File: src/rtl/gc_pkg.sv
// Shared types and constants for the gate-count/click transmitter.
package gc_pkg;

   localparam int GC_W      = 48;
   localparam int WORD_W    = 64;
   localparam int GC_LSB    = 0;
   localparam int CLICK_LSB = 48;

   typedef enum logic [1:0] {
      ST_IDLE     = 2'd0,
      ST_WAIT_PPS = 2'd1,
      ST_RUN      = 2'd2
   } gc_tx_state_t;

   typedef struct packed {
      logic [WORD_W-CLICK_LSB-3:0] rsvd;
      logic [1:0]                  click;
      logic [CLICK_LSB-1:0]        gc;
   } gc_word_t;

   // Half-open window [lo, hi); lo >= hi can never match.
   function automatic logic in_window(input logic [15:0] v,
                                      input logic [15:0] lo,
                                      input logic [15:0] hi);
      return (v >= lo) && (v < hi);
   endfunction

endpackage

File: src/rtl/gc_click_tx_if.sv
// AXI-Stream bundle carrying the 64-bit gc/click words.
interface gc_click_tx_if;
   import gc_pkg::*;

   logic [WORD_W-1:0] m_axis_tdata_gc;
   logic              m_axis_tvalid_gc;
   logic              m_axis_tready_gc;

   modport master (output m_axis_tdata_gc, output m_axis_tvalid_gc, input m_axis_tready_gc);
   modport slave  (input m_axis_tdata_gc, input m_axis_tvalid_gc, output m_axis_tready_gc);
endinterface

File: src/rtl/gc_word_fifo.sv
// Synchronous word FIFO; read data is combinational from the head slot.
// A write while full is accepted only if a read happens in the same cycle.
module gc_word_fifo #(
   parameter int DEPTH = 16,
   parameter int W     = 64
) (
   input  logic         clk,
   input  logic         rst_n,
   input  logic         wr_en,
   input  logic [W-1:0] wr_dat,
   input  logic         rd_en,
   output logic [W-1:0] rd_dat,
   output logic         full,
   output logic         empty
);
   localparam int AW = $clog2(DEPTH);
   localparam logic [AW:0] FULL_CNT = (AW+1)'(DEPTH);

   logic [W-1:0]  mem_q [DEPTH];
   logic [AW-1:0] wr_ptr_q, wr_ptr_d, rd_ptr_q, rd_ptr_d;
   logic [AW:0]   cnt_q, cnt_d;
   logic          do_wr, do_rd;

   always_comb begin
      full     = (cnt_q == FULL_CNT);
      empty    = (cnt_q == '0);
      do_rd    = rd_en & ~empty;
      do_wr    = wr_en & (~full | do_rd);
      wr_ptr_d = do_wr ? wr_ptr_q + 1'b1 : wr_ptr_q;
      rd_ptr_d = do_rd ? rd_ptr_q + 1'b1 : rd_ptr_q;
      cnt_d    = cnt_q;
      case ({do_wr, do_rd})
         2'b10:   cnt_d = cnt_q + 1'b1;
         2'b01:   cnt_d = cnt_q - 1'b1;
         default: cnt_d = cnt_q;
      endcase
      rd_dat   = mem_q[rd_ptr_q];
   end

   always_ff @(posedge clk or negedge rst_n) begin
      if (!rst_n) begin
         wr_ptr_q <= '0;
         rd_ptr_q <= '0;
         cnt_q    <= '0;
      end else begin
         wr_ptr_q <= wr_ptr_d;
         rd_ptr_q <= rd_ptr_d;
         cnt_q    <= cnt_d;
      end
   end

   always_ff @(posedge clk) begin
      if (do_wr) mem_q[wr_ptr_q] <= wr_dat;
   end

endmodule

File: src/rtl/gc_click_tx.sv
// PPS-aligned gate counter; events are windowed, packed with gc and streamed out.
// Event to tvalid is 3 cycles; output holds under backpressure, FIFO overflow is counted.
module gc_click_tx #(
   parameter int FIFO_DEPTH = 16,
   parameter int GC_W       = 48
) (
   input  logic              clk200_i,
   input  logic              gc_tx_rstn,
   input  logic              pps_i,
   input  logic              gc_tick_i,
   input  logic              tvalid200,
   input  logic [15:0]       tdata200_mod,
   input  logic [31:0]       gate_pos0,
   input  logic [31:0]       gate_pos1,
   input  logic [31:0]       gate_pos2,
   input  logic [31:0]       gate_pos3,
   input  logic              sr_start_i,
   input  logic [GC_W-1:0]   sr_dq_gc_start_i,
   gc_click_tx_if.master     m_axis,
   output logic [GC_W-1:0]   sr_current_gc,
   output logic [15:0]       sr_drop_count,
   output logic [1:0]        state_o
);
   import gc_pkg::*;

   gc_tx_state_t      state_q, state_d;
   logic              pps_q, pps_prev_q, pps_rise, run;
   logic [GC_W-1:0]   gc_q, gc_d;
   logic [1:0]        click;
   logic              cls_vld_q, cls_vld_d;
   gc_word_t          cls_dat_q, cls_dat_d;
   logic              out_vld_q, out_vld_d;
   logic [WORD_W-1:0] out_dat_q, out_dat_d, fifo_rd_dat;
   logic [15:0]       drop_q, drop_d;
   logic              fifo_full, fifo_empty, fifo_pop, drop;
   logic              unused_pos_hi;

   assign unused_pos_hi = ^{gate_pos0[31:16], gate_pos1[31:16], gate_pos2[31:16], gate_pos3[31:16]};
   assign pps_rise      = pps_q & ~pps_prev_q;

   always_ff @(posedge clk200_i or negedge gc_tx_rstn) begin
      if (!gc_tx_rstn) state_q <= ST_IDLE;
      else             state_q <= state_d;
   end

   always_comb begin
      state_d = state_q;
      if (!sr_start_i) begin
         state_d = ST_IDLE;
      end else begin
         case (state_q)
            ST_IDLE:     state_d = ST_WAIT_PPS;
            ST_WAIT_PPS: if (pps_rise) state_d = ST_RUN;
            ST_RUN:      state_d = ST_RUN;
            default:     state_d = ST_IDLE;
         endcase
      end
   end

   always_comb begin
      state_o = state_q;
      run     = (state_q == ST_RUN);
   end

   always_comb begin
      gc_d = gc_q;
      if (state_q == ST_WAIT_PPS && state_d == ST_RUN) gc_d = sr_dq_gc_start_i;
      else if (run && gc_tick_i)                       gc_d = gc_q + 1'b1;

      click[0]  = in_window(tdata200_mod, gate_pos0[15:0], gate_pos1[15:0]);
      click[1]  = in_window(tdata200_mod, gate_pos2[15:0], gate_pos3[15:0]);
      cls_vld_d = run & tvalid200 & (|click);
      // gc_q is sampled before this cycle's tick is applied.
      cls_dat_d = '{rsvd: '0, click: click, gc: 48'(gc_q)};

      fifo_pop  = ~fifo_empty & (~out_vld_q | m_axis.m_axis_tready_gc);
      drop      = cls_vld_q & fifo_full & ~fifo_pop;
      drop_d    = (drop && drop_q != 16'hFFFF) ? drop_q + 16'd1 : drop_q;

      out_vld_d = out_vld_q;
      out_dat_d = out_dat_q;
      if (fifo_pop) begin
         out_vld_d = 1'b1;
         out_dat_d = fifo_rd_dat;
      end else if (m_axis.m_axis_tready_gc) begin
         out_vld_d = 1'b0;
      end
   end

   always_ff @(posedge clk200_i or negedge gc_tx_rstn) begin
      if (!gc_tx_rstn) begin
         pps_q      <= 1'b0;
         pps_prev_q <= 1'b0;
         gc_q       <= '0;
         cls_vld_q  <= 1'b0;
         cls_dat_q  <= '0;
         out_vld_q  <= 1'b0;
         out_dat_q  <= '0;
         drop_q     <= '0;
      end else begin
         pps_q      <= pps_i;
         pps_prev_q <= pps_q;
         gc_q       <= gc_d;
         cls_vld_q  <= cls_vld_d;
         cls_dat_q  <= cls_dat_d;
         out_vld_q  <= out_vld_d;
         out_dat_q  <= out_dat_d;
         drop_q     <= drop_d;
      end
   end

   gc_word_fifo #(.DEPTH(FIFO_DEPTH), .W(WORD_W)) u_fifo (
      .clk    (clk200_i),
      .rst_n  (gc_tx_rstn),
      .wr_en  (cls_vld_q),
      .wr_dat (cls_dat_q),
      .rd_en  (fifo_pop),
      .rd_dat (fifo_rd_dat),
      .full   (fifo_full),
      .empty  (fifo_empty)
   );

   assign m_axis.m_axis_tdata_gc  = out_dat_q;
   assign m_axis.m_axis_tvalid_gc = out_vld_q;
   assign sr_current_gc           = gc_q;
   assign sr_drop_count           = drop_q;

endmodule
File: src/flat_wrapper.sv
// flat-port wrapper written by rule: the top's interface ports become plain ports
module gc_click_tx_flat import gc_pkg::*;
#(
   parameter int FIFO_DEPTH = 16,
   parameter int GC_W       = 48
)
  (clk200_i, gc_tx_rstn, pps_i, gc_tick_i, tvalid200, tdata200_mod, gate_pos0, gate_pos1, gate_pos2, gate_pos3, sr_start_i, sr_dq_gc_start_i, sr_current_gc, sr_drop_count, state_o, m_axis_m_axis_tdata_gc, m_axis_m_axis_tvalid_gc, m_axis_m_axis_tready_gc);
  gc_click_tx_if m_axis_i ();
  input  logic clk200_i;
  input  logic gc_tx_rstn;
  input  logic pps_i;
  input  logic gc_tick_i;
  input  logic tvalid200;
  input  logic [15:0] tdata200_mod;
  input  logic [31:0] gate_pos0;
  input  logic [31:0] gate_pos1;
  input  logic [31:0] gate_pos2;
  input  logic [31:0] gate_pos3;
  input  logic sr_start_i;
  input  logic [GC_W-1:0] sr_dq_gc_start_i;
  output logic [GC_W-1:0] sr_current_gc;
  output logic [15:0] sr_drop_count;
  output logic [1:0] state_o;
  output wire logic [$bits(m_axis_i.m_axis_tdata_gc)-1:0] m_axis_m_axis_tdata_gc;
  output wire logic [$bits(m_axis_i.m_axis_tvalid_gc)-1:0] m_axis_m_axis_tvalid_gc;
  input wire logic [$bits(m_axis_i.m_axis_tready_gc)-1:0] m_axis_m_axis_tready_gc;
  assign m_axis_m_axis_tdata_gc = m_axis_i.m_axis_tdata_gc;
  assign m_axis_m_axis_tvalid_gc = m_axis_i.m_axis_tvalid_gc;
  assign m_axis_i.m_axis_tready_gc = m_axis_m_axis_tready_gc;
  gc_click_tx #(.FIFO_DEPTH(FIFO_DEPTH), .GC_W(GC_W)) u_core (.clk200_i(clk200_i), .gc_tx_rstn(gc_tx_rstn), .pps_i(pps_i), .gc_tick_i(gc_tick_i), .tvalid200(tvalid200), .tdata200_mod(tdata200_mod), .gate_pos0(gate_pos0), .gate_pos1(gate_pos1), .gate_pos2(gate_pos2), .gate_pos3(gate_pos3), .sr_start_i(sr_start_i), .sr_dq_gc_start_i(sr_dq_gc_start_i), .m_axis(m_axis_i), .sr_current_gc(sr_current_gc), .sr_drop_count(sr_drop_count), .state_o(state_o));
endmodule
File: config.mk
export PLATFORM = sky130hd
export DESIGN_NAME = gc_click_tx_flat
export DESIGN_NICKNAME = d
export VERILOG_FILES = /design/src/rtl/gc_pkg.sv /design/src/rtl/gc_click_tx_if.sv /design/src/rtl/gc_word_fifo.sv /design/src/rtl/gc_click_tx.sv /design/src/flat_wrapper.sv
export SDC_FILE = /design/constraint.sdc
export NUM_CORES = 1
export LEC_CHECK = 0
export CAP_MARGIN = 20
export CORE_MARGIN = 3
export CORE_UTILIZATION = 32
export DETAILED_ROUTE_END_ITERATION = 7
export PLACE_DENSITY = 0.58
export SYNTH_ARGS = -nofsm -noshare
export SYNTH_HDL_FRONTEND = slang
export SYNTH_HIERARCHICAL = 1
export SYNTH_SLANG_ARGS = --single-unit
File: constraint.sdc
create_clock -name clk200_i -period 21.5 [get_ports clk200_i]
set_input_delay 2.15 -clock clk200_i [delete_from_list [all_inputs] [get_ports clk200_i]]
set_output_delay 2.15 -clock clk200_i [all_outputs]
set_load 0.005 [all_outputs]
==> results.py <==
metrics = {
    "run_status": {
        "status": "complete, no violations",
    },
    "layout": {
        "final_nets": 3596,
        "regArea_mm2": 0.0357,
        "area_delta_synth_final_pct": 20.0,
        "multi_input_area_mm2": 0.0131,
        "fill_cells": 13800,
        "drive_above_1_share": 0.150,
        "fin_cells": 5448,
        "stdcell_area_mm2": 0.0586,
    },
    "timing": {
        "slew_viol_final": 0,
        "worst_slew_pin_slew_ns": 1.13,
        "fin_crit_sh": 0.255,
        "period_needed_ns": 5.48,
        "whs_ns": 0.378,
        "hold_viol_final": 0,
        "rsz0062_at_grt": "false",
        "setup_viol": 0,
        "clock_skew_ns": 0.0463,
        "max_slew_margin": 0.249,
        "setup_tns_ns": 0,
        "max_freq_mhz": 182,
    },
    "power": {
        "vdd_drop_max_uv": 88.6,
        "leakagePower_nw": 20.5,
        "p_per_area_mw_per_mm2": 117,
    },
    "synth": {
        "synth_most_common_cell": "edfxtp_1",
        "synth-seq-cells": 1221,
        "syn_avg_cell_area_um2": 17.5,
        "syn_area_mm2": 0.0489,
        "ys_top_cells_by_count": "1024 x edfxtp_1, 197 x dfrtp_1, 193 x mux2i_1",
        "synth_ff_type": "edfxtp_1",
        "synth-seq-area-share": 0.730,
        "synthDistinctLibCells": 57,
        "async_reset_ff_frac": 0.161,
        "synth_top_cell_area_share": 0.629,
        "synth_area_leaders": "edfxtp_1 63%, dfrtp_1 10%, mux4_2 5.9%, mux2i_1 4.0%, mux2_2 2.7%",
        "synth_cells": 2789,
        "yosysWarnings": 6,
        "yosys.area.top_type": "edfxtp_1",
        "synth_edf_count": 1024,
    },
    "route": {
        "vias_per_cell": 4.80,
        "first_iter_violations": 2121,
        "drc": 0,
        "dr.pass1.iters": 5,
        "wl_per_cell_um": 22.3,
        "num_vias": 26100,
        "routed_wl_um": 121000,
        "ant_nets": 0,
    },
    "die": {
        "start_util": 0.324,
        "core_area_mm2": 0.151,
        "die_width_um": 397,
        "die_area_mm2": 0.157,
        "rows": 142,
        "io_pins": 330,
        "die_y_um": 397,
    },
    "worst_setup_path": {
        "worst-path-buf-inv": 3,
        "slowest_stage": "buf_4",
        "crit_top_cell": "buf_4",
        "endpoint_kind": "flip-flop",
        "crit_path_max_incr_delay_ns": 0.69,
        "cp_data_required_time_ns": 21.84,
        "cp_max_fo": 36,
        "crit_path_start_kind": "input port",
        "crit_chain": "clkdlybuf4s50_1 > nand2b_1 > and2_4 > o21a_1 > nand2_1 > nor2_4 > buf_4 > buf_4",
        "path_class": "in -> reg",
        "crit_family": "buffers and inverters",
        "arrival_ns": 5.83,
    },
    "global_route": {
        "grtUsageTotal": 0.153,
        "overflow": 0,
        "first_global_vias": 26800,
        "grt_antenna_before_repair": 3,
        "grt_pass1_wl_um": 180000,
        "grt_max_degree": 94,
    },
    "clock_network": {
        "post_cts_buffers": 0,
        "cts_tree": "built",
        "clockBufferDepth": 3,
        "hold_buffers": 0,
        "cts.root.buffer_cell": "clkbuf_16",
        "cts_resized": 0,
        "cts_made_buffers": 121,
        "htree_levels": 3,
        "clkTransAtPathRegs_ns": 0.06,
        "insertion_delay_ns": 0.74,
        "cts_sinks": 1221,
    },
    "placed_design": {
        "gp_congestion": 0.850,
        "dp.cells": 5212,
        "placed_area_mm2": 0.0547,
        "place_hpwl_um": 69300,
        "port_buffers": 265,
    },
    "run": {
        "drv_cap": 0,
    },
    "worst_hold_path": {
        "hold_class": "reg -> reg",
    },
}
## per-layer routing
| metal | up-vias | routed length, um | GRT usage |
|---|---|---|---|
| li1 | 11800 | - | - |
| met1 | 13400 | 53900 | 0.213 |
| met2 | 752 | 57000 | 0.245 |
| met3 | 168 | 7980 | 0.0336 |
| met4 | 0 | 2390 | 0.0365 |
| met5 | - | 0 | 0 |
## worst reg2reg max path, delay by kind of cell, from the launching register on
family	cells	cell delay, ns
buf+inv	3	2.41
mux	2	0.70
simple gates	1	0.08
compound gates	3	0.49
flops	1	0.99
## cells in the final DEF (no fill, tap or decap), types with 7 or more instances in the layout
| cell | synthesis | final |
|---|---|---|
| a21oi_1 | 95 | 95 |
| a221oi_1 | 64 | 64 |
| a22oi_1 | 65 | 65 |
| and3_1 | 8 | 8 |
| and4_1 | 11 | 11 |
| buf_4 | 14 | 50 |
| clkbuf_1 | 62 | 35 |
| clkbuf_16 | 0 | 122 |
| clkbuf_8 | 0 | 7 |
| clkdlybuf4s50_1 | 0 | 264 |
| clkinv_1 | 0 | 24 |
| clkinv_2 | 0 | 20 |
| conb_1 | 1 | 224 |
| dfrtp_1 | 197 | 193 |
| edfxtp_1 | 1024 | 1024 |
| ha_1 | 73 | 73 |
| inv_1 | 81 | 81 |
| mux2_1 | 12 | 12 |
| mux2_2 | 119 | 119 |
| mux2i_1 | 193 | 193 |
| mux4_2 | 128 | 128 |
| nand2_1 | 156 | 156 |
| nand2b_1 | 9 | 8 |
| nand3_1 | 33 | 33 |
| nand4_1 | 19 | 19 |
| nor2_1 | 31 | 18 |
| nor2_4 | 0 | 13 |
| nor3_1 | 22 | 18 |
| nor4_1 | 8 | 8 |
| o21ai_0 | 159 | 159 |
| o21ai_1 | 24 | 24 |
| xnor2_1 | 44 | 44 |
| xor2_1 | 23 | 23 |
## power by group
part           switching [mW]  internal [mW]
Clock                   0.900           1.15
Combinational           0.930          0.837
Sequential              0.260           2.79
## logic make-up after synthesis
kind of cell / share of synthesized area
other cells: 0.0000767
flops: 0.730
xor+xnor: 0.0120
fa+ha+maj: 0.0191
simple gates: 0.0342
compound gates: 0.0539
buf+inv: 0.0218
mux: 0.129
## worst paths after layout
| kind | startpoint | end | slack (ns) | cells after the start |
|---|---|---|---|---|
| setup / recovery | m_axis_m_axis_tready_gc | u_core/u_fifo/mem_q[9][52]$_DFFE_PP_ | 16.02 | 8 |
| hold / removal | u_core/pps_q$_DFF_PN0_ | u_core/pps_prev_q$_DFF_PN0_ | 0.38 | 0 |
| setup reg to reg | u_core/u_fifo/rd_ptr_q[0]$_DFFE_PN0P_ | u_core/m_axis.m_axis_tdata_gc[47]$_DFFE_PN0P_ | 16.73 | 9 |
| hold reg to reg | u_core/pps_q$_DFF_PN0_ | u_core/pps_prev_q$_DFF_PN0_ | 0.38 | 0 |
| max in group asynchronous | gc_tx_rstn | u_core/u_fifo/rd_ptr_q[0]$_DFFE_PN0P_ | 17.80 | 3 |
| min in group asynchronous | gc_tx_rstn | u_core/sr_current_gc[34]$_DFFE_PN0P_ | 1.41 | 1 |
## registers in the layout, indices dropped and copies added, names as in the netlist
name / count
u_core/pps_q: 1
u_core/u_fifo/mem_q: 1024
u_core/m_axis.m_axis_tdata_gc: 64
u_core/state_o: 2
u_core/u_fifo/cnt_q: 5
u_core/sr_drop_count: 16
u_core/pps_prev_q: 1
u_core/cls_vld_q: 1
u_core/m_axis.m_axis_tvalid_gc: 1
u_core/u_fifo/rd_ptr_q: 4
u_core/u_fifo/wr_ptr_q: 4
u_core/sr_current_gc: 48
u_core/cls_dat_q: 50
## area by class of cell
| type | count | area share |
|---|---|---|
| Sequential cell | 1221 | 0.609 |
| Inverter | 81 | 0.00519 |
| Tap cell | 2016 | 0.0430 |
| Timing Repair Buffer | 320 | 0.0538 |
| Clock buffer | 164 | 0.0560 |
| Antenna cell | 2 | 0.0000854 |
| Multi-Input combinational cell | 1578 | 0.223 |
| Clock inverter | 66 | 0.00980 |
## stage by stage
step,power [mW],setup slack [ns],util
2_1_floorplan,4.19,13.02,-
3_3_place_gp,4.87,15.02,0.362
3_5_place_dp,4.89,14.94,0.362
4_1_cts,6.95,15.72,0.388
5_1_grt,7.21,15.71,0.389
6_report,6.86,16.02,0.389
Power figures use the tool's default switching activity.
